[src/rtl/alu_control_fsm.sv]
// Sequencer for a switch-driven calculator front end: collects operand A, operand B and the
// operation code, launches an external ALU, waits for its result (bounded by TIMEOUT), then shows it.
//
// Ports:
//   clk, rst                       clock; synchronous active-high clear
//   key_next, key_exec, key_chain  one-cycle key pulses (priority next > chain > exec)
//   sw_data, sw_op                 switch inputs for operand entry and operation select
//   alu_result, alu_overflow,      ALU response, sampled only while waiting in S_RUN
//   alu_div_zero, alu_done
//   alu_start                      one-cycle launch strobe (first S_RUN cycle)
//   operand_a, operand_b,          registered operands and operation code to the ALU
//   operation
//   result_reg, result_valid,      captured result and its status
//   error_flag
//   state_code                     current state for display
module alu_control_fsm #(
    parameter int WIDTH   = 4,
    parameter int OPW     = 2,
    parameter int TIMEOUT = 15
) (
    input  logic             clk,
    input  logic             rst,
    input  logic             key_next,
    input  logic             key_exec,
    input  logic             key_chain,
    input  logic [WIDTH-1:0] sw_data,
    input  logic [OPW-1:0]   sw_op,
    input  logic [WIDTH-1:0] alu_result,
    input  logic             alu_overflow,
    input  logic             alu_div_zero,
    input  logic             alu_done,
    output logic             alu_start,
    output logic [WIDTH-1:0] operand_a,
    output logic [WIDTH-1:0] operand_b,
    output logic [OPW-1:0]   operation,
    output logic [WIDTH-1:0] result_reg,
    output logic             result_valid,
    output logic             error_flag,
    output logic [2:0]       state_code
);

    typedef enum logic [2:0] {
        S_A    = 3'd0,
        S_B    = 3'd1,
        S_OP   = 3'd2,
        S_RUN  = 3'd3,
        S_SHOW = 3'd4,
        S_ERR  = 3'd5
    } state_t;

    // Last wait-counter value before the timeout fires (counter starts at 0
    // in the first S_RUN cycle).
    localparam logic [7:0] CNT_LAST = 8'(TIMEOUT - 1);

    state_t           state_q, state_d;
    logic [WIDTH-1:0] a_q, a_d;
    logic [WIDTH-1:0] b_q, b_d;
    logic [OPW-1:0]   op_q, op_d;
    logic [WIDTH-1:0] res_q, res_d;
    logic             valid_q, valid_d;
    logic             err_q, err_d;
    logic             start_q, start_d;
    logic [7:0]       cnt_q, cnt_d;
    logic             alu_err;

    assign alu_err = alu_overflow | alu_div_zero;

    always_ff @(posedge clk) begin
        if (rst) begin
            state_q <= S_A;
            a_q     <= '0;
            b_q     <= '0;
            op_q    <= '0;
            res_q   <= '0;
            valid_q <= 1'b0;
            err_q   <= 1'b0;
            start_q <= 1'b0;
            cnt_q   <= '0;
        end else begin
            state_q <= state_d;
            a_q     <= a_d;
            b_q     <= b_d;
            op_q    <= op_d;
            res_q   <= res_d;
            valid_q <= valid_d;
            err_q   <= err_d;
            start_q <= start_d;
            cnt_q   <= cnt_d;
        end
    end

    always_comb begin
        state_d = state_q;
        a_d     = a_q;
        b_d     = b_q;
        op_d    = op_q;
        res_d   = res_q;
        valid_d = valid_q;
        err_d   = err_q;
        start_d = 1'b0;
        cnt_d   = cnt_q;
        case (state_q)
            S_A: begin
                a_d = sw_data;
                if (key_next) state_d = S_B;
            end
            S_B: begin
                b_d = sw_data;
                if (key_next) state_d = S_OP;
            end
            S_OP: begin
                op_d = sw_op;
                if (key_exec) begin
                    state_d = S_RUN;
                    start_d = 1'b1;
                    cnt_d   = '0;
                end
            end
            S_RUN: begin
                // A done on the final allowed cycle takes precedence over timeout.
                if (alu_done) begin
                    res_d   = alu_result;
                    err_d   = alu_err;
                    valid_d = ~alu_err;
                    state_d = alu_err ? S_ERR : S_SHOW;
                end else if (cnt_q >= CNT_LAST) begin
                    err_d   = 1'b1;
                    valid_d = 1'b0;
                    state_d = S_ERR;
                end else begin
                    cnt_d = cnt_q + 8'd1;
                end
            end
            S_SHOW: begin
                if (key_next) begin
                    valid_d = 1'b0;
                    state_d = S_A;
                end else if (key_chain) begin
                    a_d     = res_q;
                    valid_d = 1'b0;
                    state_d = S_B;
                end
            end
            S_ERR: begin
                if (key_next) begin
                    err_d   = 1'b0;
                    state_d = S_A;
                end
            end
            default: state_d = S_A;
        endcase
    end

    assign alu_start    = start_q;
    assign operand_a    = a_q;
    assign operand_b    = b_q;
    assign operation    = op_q;
    assign result_reg   = res_q;
    assign result_valid = valid_q;
    assign error_flag   = err_q;
    assign state_code   = state_q;

endmodule
[config.mk]
export PLATFORM = sky130hd
export DESIGN_NAME = alu_control_fsm
export DESIGN_NICKNAME = d
export VERILOG_FILES = /design/src/rtl/alu_control_fsm.sv
export SDC_FILE = /design/constraint.sdc
export NUM_CORES = 1
export LEC_CHECK = 0
export ABC_AREA = 1
export CAP_MARGIN = 40
export CORE_MARGIN = 2
export CORE_UTILIZATION = 45
export CTS_BUF_LIST = sky130_fd_sc_hd__clkbuf_16
export DETAILED_ROUTE_END_ITERATION = 10
export PLACE_DENSITY_LB_ADDON = 0.15
export SYNTH_ARGS = -nofsm -noshare
export SYNTH_HDL_FRONTEND = slang
export SYNTH_SLANG_ARGS = --single-unit
[constraint.sdc]
create_clock -name clk -period 1.54 [get_ports clk]
set_clock_uncertainty 0.05 [all_clocks]
set_input_delay 0.154 -clock clk [delete_from_list [all_inputs] [get_ports clk]]
set_output_delay 0.154 -clock clk [all_outputs]
set_load 0.05 [all_outputs]
==> results by group, run 1 <==
GRT
  • Largest net degree at the start of global routing: 15
  • All-Layer GR Usage: 21.1%
  • Grt total ovfl: 0
  • Global-route wire length before repair: 5610 µm
  • Initial antenna violation count: 0
  • Vias in the first global route: 1313

Power
  • PwrDens: 1610 nW/µm²
  • Int Power: between 0.0015 and 0.002 W
  • Share of power burned in registers: 33.8%
  • Max VDD drop: 0.940 mV
  • Switching Share: roughly 43%
  • Comb power frac: 46.4%
  • NetSw: 0.00128 W
  • Clock Power Share: about a fifth
  • Pleak: 0.803 nW

Yosys
  • YS warnings: 0
  • Synth Instances: 188
  • Main area contributors after synthesis: dfxtp_1 42%, nand2_1 9.2%, nor2_1 7.8%
  • Post-synth net total: 208
  • Most numerous cell in the Yosys netlist: nand2_1
  • Synth Flop Type: dfxtp_1
  • FFs w/ async S/R, synth: 0%
  • Number of synthesized flops with an enable pin: 0
  • Mapped cell area: 1350 µm²
  • Netlist cell types: 25
  • Syn avg cell area: 7.17 µm²
  • Area leader, netlist: dfxtp_1
  • Synth top cells by count: 33 x nand2_1, 28 x dfxtp_1, 28 x nor2_1
  • Top cell type's share of synthesized area: 41.6%
  • Synth Register Bits: 28
  • Sequential element share of the synthesized area: 41.6%

Worst setup path
  • Slowest cell on crit path: dfxtp_2
  • Crit-path max cell delay: 0.37 ns
  • Critical-path cell list: ha_4 -> nor2_4 -> nor2_2 -> nor2_4 -> nand2_2 -> nand2_4 -> nand2_4 -> nand2_2 -> nand2_2 -> nor2_2
  • Critical Path Sink Type: register
  • Critical path peak fanout: 7
  • Critical path buffers and inverters: 0
  • Most used cell, CP: nand2_2
  • Worst Path Arrival: 1.63 ns
  • Top delay family on crit path: simple AND/OR/NAND/NOR gates
  • Kind of critical path: reg2reg
  • CP required: about 1.7 ns
  • Worst Setup Start Kind: register

Hold path
  • Worst Hold Class: reg2reg

Route
  • Initial DRT Pass Iterations: 7
  • DRT iter0 DRCs: 41
  • WL/cell: 13.0 µm
  • Via count: 1347
  • Post-Route WL: 3350 µm
  • Antenna-violating nets left: 0
  • Vias per inst: 5.22
  • # DRC: 2

Floorplanning
  • Chip width: 58.7 µm
  • Die ar.: 3450 µm²
  • I/O Pins: 38
  • Initial Util: 48.1%
  • FP Rows: 19
  • Die Height: 58.7 µm
  • Core area: 2810 µm²

STA
  • Tmin final: between 1 and 1.5 ns
  • Slew @ Worst Pin: 0.370 ns
  • Setup TNS: 0 ns
  • Slew margin rel.: about three quarters
  • Final worst-path cycle share: 95.8%
  • Max Freq: a little under 700 MHz
  • Final Setup Violations: 0
  • Final slew viol count: 0
  • Final worst slack: 0.0641 ns
  • Final hold violations: 0

Final layout
  • Finished Cell Area: ~1800 µm²
  • Ratio of cells with drive above 1 in the final layout: a little under a quarter
  • Register area: 567 µm²
  • Largest register by flop count: cnt_q
  • Fillers: between 200 and 250
  • Area delta synth->final: 36.9%
  • # nets final: 249
  • Antenna Cells: 0
  • Largest register FFs: 8
  • Multi-input logic area: 698 µm²

CTS
  • Inserted Clock Buffers: 3
  • CTS tree: built
  • CTS sink cnt: 28
  • Hold-fix buffers, CTS: 0
  • Max Root-Sink Buffers: 2
  • Clock slew at reported path FFs: around 0.060 ns
  • H-tree Lvls: 1
  • Root Buffer Master: clkbuf_16
  • Clk Latency, worst-skew pair: about 0.26 ns

Placed design
  • Routability cong.: around 0.73
  • Dpl ws: 0.0330 ns
  • DP Wirelength: 2450 µm
  • Port Buffers: 37
  • Cell Area, Placed: 1720 µm²

Status
  • Failing checks: design-rule violations
  • Status: complete, but fails checks

Run
  • Max-cap violations: 0
worst paths after layout:
check	startpoint	endpoint	slack, ns	cells after the start
setup / recovery	cnt_q[1]$_SDFFE_PP0P_	cnt_q[1]$_SDFFE_PP0P_	0.06	10
hold / removal	cnt_q[5]$_SDFFE_PP0P_	cnt_q[5]$_SDFFE_PP0P_	0.39	2
setup reg to reg	cnt_q[1]$_SDFFE_PP0P_	cnt_q[1]$_SDFFE_PP0P_	0.06	10
hold reg to reg	cnt_q[5]$_SDFFE_PP0P_	cnt_q[5]$_SDFFE_PP0P_	0.39	2
final cells by class:
class	count	share of cell area (%)
Clock buffer	3	4.07
Inverter	26	5.42
Multi-Input combinational cell	130	37.8
Tap cell	31	2.10
Sequential cell	28	30.7
Timing Repair Buffer	40	19.9
metrics by stage:
step	total power, W	std cells	hold WS (ns)	utilization [%]
4_1_cts	0.00288	257	0.389	64.1
6_report	0.00297	258	0.388	65.8
3_5_place_dp	0.00229	254	0.378	61.4
3_3_place_gp	0.00227	254	0.377	61.4
5_1_grt	0.00314	258	0.422	65.8
2_1_floorplan	0.00192	188	0.166	-
tightest hold or removal path: cells and delay by family (launching register included):
family / cells / cell delay (ns)
DFF: 1 / 0.31
and+or+nand+nor: 2 / 0.09
cells by family after synthesis:
kind of cell | Yosys count | share of synthesized area (%)
AOI/OAI and AO/OA | 38 | 14.9
xor gates and xnor gates | 1 | 0.649
adders and majority gates | 2 | 1.85
buffers and inverters | 30 | 9.65
DFF | 28 | 41.6
and+or+nand+nor | 89 | 31.4
cell usage in the layout (no fill, tap or decap), drive strengths merged, types with 2 or more instances in the layout:
cell type	Yosys	final
nand4	2	2
clkbuf	2	3
dfxtp	28	28
clkdlybuf4s50	0	17
inv	26	26
nand2	40	40
nand3	15	15
nor2	30	30
a21oi	20	20
o21ai	15	15
buf	2	23
ha	2	2
routing by layer:
| metal | GRT usage, % | vias up | routed length [µm] |
|---|---|---|---|
| met5 | 0 | - | 0 |
| met4 | 9.74 | 0 | 74 |
| met3 | 3.30 | 7 | 169 |
| met2 | 35.9 | 38 | 1670 |
| met1 | 26.0 | 622 | 1440 |
| li1 | - | 680 | - |
power by group through the flow:
stage / clock, W / sequential, W / combinational (W)
CTS: 0.000594 / 0.000988 / 0.00130
finish: 0.000588 / 0.00100 / 0.00138
global route: 0.000614 / 0.00102 / 0.00150
floorplan: 0 / 0.00135 / 0.000573
detailed placement: 0 / 0.00100 / 0.00129
global placement: 0 / 0.000999 / 0.00127
timing repair:
item / in CTS / in global routing
resized for setup: 0 / 13
endpoints found under the setup margin: 0 / 13
buffers inserted: 0 / 1
Power figures use the tool's default switching activity.
==> run 2, diff against run 1 <==
--- a/config.mk
+++ b/config.mk
@@ -11,6 +11,7 @@
 export CORE_UTILIZATION = 45
 export CTS_BUF_LIST = sky130_fd_sc_hd__clkbuf_16
 export DETAILED_ROUTE_END_ITERATION = 10
+export DONT_BUFFER_PORTS = 1
 export PLACE_DENSITY_LB_ADDON = 0.15
 export SYNTH_ARGS = -nofsm -noshare
 export SYNTH_HDL_FRONTEND = slang
==> results by group, run 2 (synthesized netlist as in run 1, its figures left out) <==
STA
  • RSZ-0062 raised after global routing: true
  • Tmin final: 1.56 ns (+0.0864 ns)
  • Final hold violations: 0 (unchanged)
  • Slew margin rel.: 57.6% (-18 points)
  • Final slew viol count: 0 (unchanged)
  • Final worst slack: -0.0223 ns (-0.0864 ns)
  • Min Hold Slack: 0.0117 ns (-0.376 ns)
  • Final Setup Violations: 2 (+2)
  • Final worst-path cycle share: 101% (+5.6 points)
  • Slew @ Worst Pin: 0.635 ns (+0.264 ns)
  • Setup TNS: -0.0293 ns (-0.0293 ns)
  • Max Freq: 640 MHz (-5.5%)

Route
  • Initial DRT Pass Iterations: 7 (unchanged)
  • Vias per inst: 5.34 (+2.2%)
  • DRT iter0 DRCs: 50 (+22%)
  • Post-Route WL: 3310 µm (-1.2%)
  • Via count: 1313 (-2.5%)
  • # DRC: 2 (unchanged)
  • Antenna-violating nets left: 0 (unchanged)
  • WL/cell: 13.5 µm (+3.7%)

CTS
  • Clock slew at reported path FFs: 0.07 ns (about the same)
  • Inserted Clock Buffers: 3 (unchanged)
  • Root Buffer Master: clkbuf_16
  • CTS sink cnt: 28 (unchanged)
  • Clk Latency, worst-skew pair: 0.26 ns (about the same)
  • CTS tree: built
  • Max Root-Sink Buffers: 2 (unchanged)
  • H-tree Lvls: 1 (unchanged)

Hold path
  • Worst Hold Class: in2reg
  • Hold Path Depth: 2 (unchanged)

Final layout
  • Ratio of cells with drive above 1 in the final layout: 25.1% (+1.3 points)
  • Most frequent cells in the layout: 30 x nand2_1, 28 x nor2_1, 23 x dfxtp_1
  • Area delta synth->final: 25.6%
  • Largest register FFs: 8 (unchanged)
  • # nets final: 236 (-5.2%)
  • Final Util: 60.4% (-5.4 points)
  • Register area: 569 µm² (+0.44%)
  • Fillers: 269 (+8.0%)
  • Largest register by flop count: cnt_q
  • Commonest non-fill, non-tap cell in the layout: nand2_1
  • Finished Cell Area: 1690 µm² (-8.3%)
  • Antenna Cells: 0 (unchanged)
  • Multi-input logic area: 692 µm² (-0.90%)

Worst setup path
  • Slowest cell on crit path: dfxtp_4
  • Most used cell, CP: nor2_1
  • Critical-path cell list: inv_2 -> ha_2 -> nor2_1 -> nor2_1 -> nor2_2 -> nand2_2 -> nand2_4 -> nand3_1 -> a21oi_1
  • CP required: 1.67 ns (-0.02 ns)
  • Kind of critical path: reg2reg
  • R2R cell count: 9 (-1)
  • Crit-path max cell delay: 0.37 ns (about the same)
  • Worst Setup Start Kind: register
  • Worst Path Arrival: 1.69 ns (+0.06 ns)
  • Critical path peak fanout: 6 (-1)
  • Critical Path Sink Type: register

GRT
  • Global-route wire length before repair: 5150 µm (-8.2%)
  • Vias in the first global route: 1193 (-9.1%)
  • All-Layer GR Usage: 19.5% (-1.6 points)
  • Initial antenna violation count: 0 (unchanged)
  • Largest net degree at the start of global routing: 16 (+1)
  • Grt total ovfl: 0 (unchanged)

Floorplanning
  • Core area: 2810 µm² (unchanged)
  • Chip width: 58.7 µm (unchanged)
  • I/O Pins: 38 (unchanged)
  • Die ar.: 3450 µm² (unchanged)
  • Initial Util: 48.1% (unchanged)
  • FP Rows: 19 (unchanged)
  • Die Height: 58.7 µm (unchanged)

Power
  • PwrDens: 1710 nW/µm² (+6.1%)
  • Max VDD drop: 0.863 mV (-8.3%)
  • Pleak: 0.745 nW (-7.2%)
  • Final total power: 0.00289 W (-2.7%)

Placed design
  • Port Buffers: 0 (-100%)
  • Routability cong.: 0.800 (+9.1%)
  • Cell Area, Placed: 1500 µm² (-13%)
  • DP Wirelength: 2350 µm (-4.1%)

Status
  • Status: complete, but fails checks
  • Failing checks: design-rule violations, negative setup slack

Run
  • Max-cap violations: 0 (unchanged)
[run 2: changes by cell type in the layout (fill, tap and decap cells not counted), sizes merged]
cell / change
clkdlybuf4s50: -17
dlygate4sd3: +5
clkinv: +1
buf: -1
[run 2: critical path: cells and delay by family (launching register included)]
| kind | cells | cell delay, ns |
|---|---|---|
| flip-flops | 1 | 0.37 |
| AND/OR/NAND/NOR | 6 | 0.66 |
| AO/OA/AOI/OAI | 1 | 0.18 |
| adder cells (fa/ha/maj) | 1 | 0.17 |
| buffers and inverters | 1 | 0.04 |
[run 2: power by group]
part / internal [W] / total [W] / switching, W
Clock: 0.000348 / 0.000592 / 0.000244
Combinational: 0.000418 / 0.00131 / 0.000890
Sequential: 0.000869 / 0.000995 / 0.000126
Total: 0.00163 / 0.00289 / 0.00126
[run 2: timing repair]
item,CTS,global route
endpoints found under the hold margin,16,0
buffers inserted,0,3
resized for setup,0,12
hold buffers,5,0
endpoints found under the setup margin,0,13
[run 2: cell type report]
class / count / area share, %
multi-input combinational: 130 / 40.8
sequential: 28 / 33.6
timing repair buffer: 27 / 12.7
inverter: 26 / 5.91
clock buffer: 3 / 4.43
tap: 31 / 2.29
clock inverter: 1 / 0.222
[run 2: final timing paths]
check	start	to	slack (ns)
worst max-delay path	cnt_q[0]$_SDFFE_PP0P_	cnt_q[0]$_SDFFE_PP0P_	-0.02
worst min-delay path	alu_result[0]	result_reg[0]$_SDFFE_PP0P_	0.01
worst max register to register	cnt_q[0]$_SDFFE_PP0P_	cnt_q[0]$_SDFFE_PP0P_	-0.02
worst min register to register	cnt_q[7]$_SDFFE_PP0P_	cnt_q[7]$_SDFFE_PP0P_	0.39
[run 2: layer usage]
layer  vias to the layer above  share of wire [%]  GRT usage [%]
li1                        664                  -              -
met1                       608                 44           24.6
met2                        36                 48           33.0
met3                         5                6.0           3.96
met4                         0                1.2           6.82
met5                         -                  0              0
[run 2: per-stage QoR]
step	std cells	setup slack, ns
after global routing	246	-0.0873
final	246	-0.0223
after CTS	243	0.0293
after global placement	234	0.0985
after floorplan	188	0.0997
after detailed placement	234	0.0391
==> run 3, diff against run 2 <==
--- a/config.mk
+++ b/config.mk
@@ -5,7 +5,6 @@
 export SDC_FILE = /design/constraint.sdc
 export NUM_CORES = 1
 export LEC_CHECK = 0
-export ABC_AREA = 1
 export CAP_MARGIN = 40
 export CORE_MARGIN = 2
 export CORE_UTILIZATION = 45
==> constraint.sdc (replaced) <==
create_clock -name clk -period 1.9 [get_ports clk]
set_clock_uncertainty 0.05 [all_clocks]
set_input_delay 0.19 -clock clk [delete_from_list [all_inputs] [get_ports clk]]
set_output_delay 0.19 -clock clk [all_outputs]
set_load 0.05 [all_outputs]
==> results by group, run 3 <==
Status
  • Status: complete, no violations

Final layout
  • Ratio of cells with drive above 1 in the final layout: 20.3% (-4.8 points)
  • Antenna Cells: 0 (unchanged)
  • Post-Layout Cell Count: 203 (-17%)
  • # nets final: 193 (-18%)
  • Largest register by flop count: cnt_q
  • Largest register FFs: 8 (unchanged)
  • Commonest non-fill, non-tap cell in the layout: dfxtp_1
  • Register area: 566 µm² (-0.66%)
  • Fillers: 251 (-6.7%)
  • Multi-input logic area: 737 µm² (+6.5%)
  • Area delta synth->final: 24.1%
  • Finished Cell Area: 1610 µm² (-4.9%)
  • Most frequent cells in the layout: 24 x dfxtp_1, 20 x a21oi_1, 19 x buf_4

Placed design
  • Routability cong.: 0.874 (+9.3%)
  • DP Wirelength: 2390 µm (+1.9%)
  • Cell Area, Placed: 1460 µm² (-3.2%)
  • Post-placement cell count: 198 (-15%)
  • Port Buffers: 0 (unchanged)

STA
  • Final hold violations: 0 (unchanged)
  • Max Freq: 537 MHz (-16%)
  • Slew @ Worst Pin: 0.701 ns (+0.0664 ns)
  • Min Hold Slack: 0.00999 ns (-0.00173 ns)
  • Final slew viol count: 0 (unchanged)
  • Setup TNS: 0 ns (+0.0293 ns)
  • Tmin final: 1.86 ns (+0.301 ns)
  • Slew margin rel.: 53.1% (-4.4 points)
  • RSZ-0062 raised after global routing: false
  • Final worst-path cycle share: 98.1% (-3.4 points)
  • Final Setup Violations: 0 (-2)

Worst setup path
  • Critical path peak fanout: 4 (-2)
  • Worst Setup Start Kind: register
  • Worst Path Arrival: 2.01 ns (+0.32 ns)
  • Critical Path Sink Type: register
  • Kind of critical path: reg2reg
  • CP required: 2.04 ns (+0.37 ns)

Route
  • WL/cell: 16.8 µm (+25%)
  • Initial DRT Pass Iterations: 4 (-3)
  • # DRC: 0 (-2)
  • Post-Route WL: 3410 µm (+3.0%)
  • Via count: 1223 (-6.9%)
  • Antenna-violating nets left: 0 (unchanged)
  • Vias per inst: 6.02 (+13%)
  • DRT iter0 DRCs: 79 (+58%)

Yosys
  • Synth top cells by count: 28 x dfxtp_1, 20 x a21oi_1, 17 x nand2_1
  • YS warnings: 0 (unchanged)
  • Number of synthesized flops with an enable pin: 0 (unchanged)
  • Top cell type's share of synthesized area: 43.2% (+1.6 points)
  • Synth Register Bits: 28 (unchanged)
  • Main area contributors after synthesis: dfxtp_1 43%, a21oi_1 7.7%, nand2_1 4.9%
  • Syn avg cell area: 8.37 µm² (+17%)
  • FFs w/ async S/R, synth: 0% (unchanged)
  • Netlist cell types: 36 (+44%)
  • Post-synth net total: 175 (-16%)
  • Mapped cell area: 1300 µm² (-3.8%)
  • Most numerous cell in the Yosys netlist: dfxtp_1
  • Sequential element share of the synthesized area: 43.2% (+1.6 points)
  • Area leader, netlist: dfxtp_1
  • Synth Instances: 155 (-18%)
  • Synth Flop Type: dfxtp_1

Run
  • Max-cap violations: 0 (unchanged)

CTS
  • Root Buffer Master: clkbuf_16
  • Inserted Clock Buffers: 3 (unchanged)
  • H-tree Lvls: 1 (unchanged)
  • Clk Latency, worst-skew pair: 0.26 ns (about the same)
  • CTS tree: built
  • CTS sink cnt: 28 (unchanged)
  • Clock slew at reported path FFs: 0.07 ns (about the same)
  • Setup Buffers After CTS: 0 (unchanged)
  • Max Root-Sink Buffers: 2 (unchanged)

GRT
  • Largest net degree at the start of global routing: 19 (+3)
  • All-Layer GR Usage: 21.4% (+1.9 points)
  • Initial antenna violation count: 0 (unchanged)
  • Grt total ovfl: 0 (unchanged)
  • Global-route wire length before repair: 5660 µm (+10%)
  • Vias in the first global route: 1222 (+2.4%)

Floorplanning
  • Chip width: 57.7 µm (-1.8%)
  • Die ar.: 3330 µm² (-3.5%)
  • Core area: 2760 µm² (-1.7%)
  • FP Rows: 19 (unchanged)
  • Initial Util: 47.1% (-1.0 points)
  • Die Height: 57.7 µm (-1.8%)
  • I/O Pins: 38 (unchanged)

Power
  • Pleak: 0.616 nW (-17%)
  • PwrDens: 1040 nW/µm² (-39%)
  • Max VDD drop: 0.688 mV (-20%)

Hold path
  • Worst Hold Class: in2reg
[run 3: routing by layer]
layer	up-vias	global-route usage (%)	wire length (µm)
met1	576	26.1	1380
met4	0	6.31	40
met5	-	0	0
li1	595	-	-
met3	6	5.36	213
met2	46	37.2	1770
[run 3: cells by family (layout without fill, tap and decap cells)]
family | count (synthesis) | after routing | share of synthesized area [%]
simple gates | 62 | 62 | 24.3
compound gates | 48 | 48 | 23.7
flops | 28 | 28 | 43.2
buf+inv | 10 | 27 | 2.89
mux | 5 | 5 | 3.95
fa+ha+maj | 2 | 2 | 1.93
[run 3: final timing paths]
check / from / to / slack [ns] / cells after the start
worst max-delay path: cnt_q[0]$_SDFFE_PP0P_ / cnt_q[2]$_SDFFE_PP0P_ / 0.04 / 6
worst min-delay path: sw_data[3] / operand_b[3]$_SDFFE_PP0N_ / 0.01 / 2
worst max register to register: cnt_q[0]$_SDFFE_PP0P_ / cnt_q[2]$_SDFFE_PP0P_ / 0.04 / 6
worst min register to register: operand_b[3]$_SDFFE_PP0N_ / operand_b[3]$_SDFFE_PP0N_ / 0.43 / 2
[run 3: power by group]
| part | leakage (nW) | internal (W) | total, W | switching (W) |
|---|---|---|---|---|
| clock network | 0.0511 | 0.000419 | 0.000622 | 0.000203 |
| registers | 0.229 | 0.000626 | 0.000734 | 0.000108 |
| logic | 0.336 | 0.000132 | 0.000320 | 0.000188 |
[run 3: repair_timing]
item / 4_1_cts / 5_1_grt
gates resized for setup: 1 / 6
pin swaps: 1 / 1
cloned: 0 / 0
hold buffers: 1 / 0
endpoints found under the setup margin: 2 / 8
hold endpoints to repair: 18 / 0
[run 3: per-stage QoR]
step	utilization, %	power, W	worst slack, ns
6_report	58.4	0.00168	0.0363
5_1_grt	58.4	0.00173	0.00206
4_1_cts	57.2	0.00167	0.00563
3_5_place_dp	52.8	0.00105	-0.0361
3_3_place_gp	52.8	0.00104	0.0551
2_1_floorplan	-	0.000950	0.0447
[run 3: worst max-delay path, stage by stage (launching register included)]
cell and delay (ns):
dfxtp_2 0.33, inv_1 0.05, ha_1 0.21, o211a_4 0.26, o41a_1 0.40, or3_1 0.35
a21oi_1 0.15
[run 3: area by class of cell]
type	instances	share of cell area (%)
Multi-Input combinational cell	117	45.8
Sequential cell	28	35.1
Timing Repair Buffer	20	9.48
Clock buffer	3	4.66
Tap cell	31	2.41
Clock inverter	1	1.86
Inverter	3	0.699
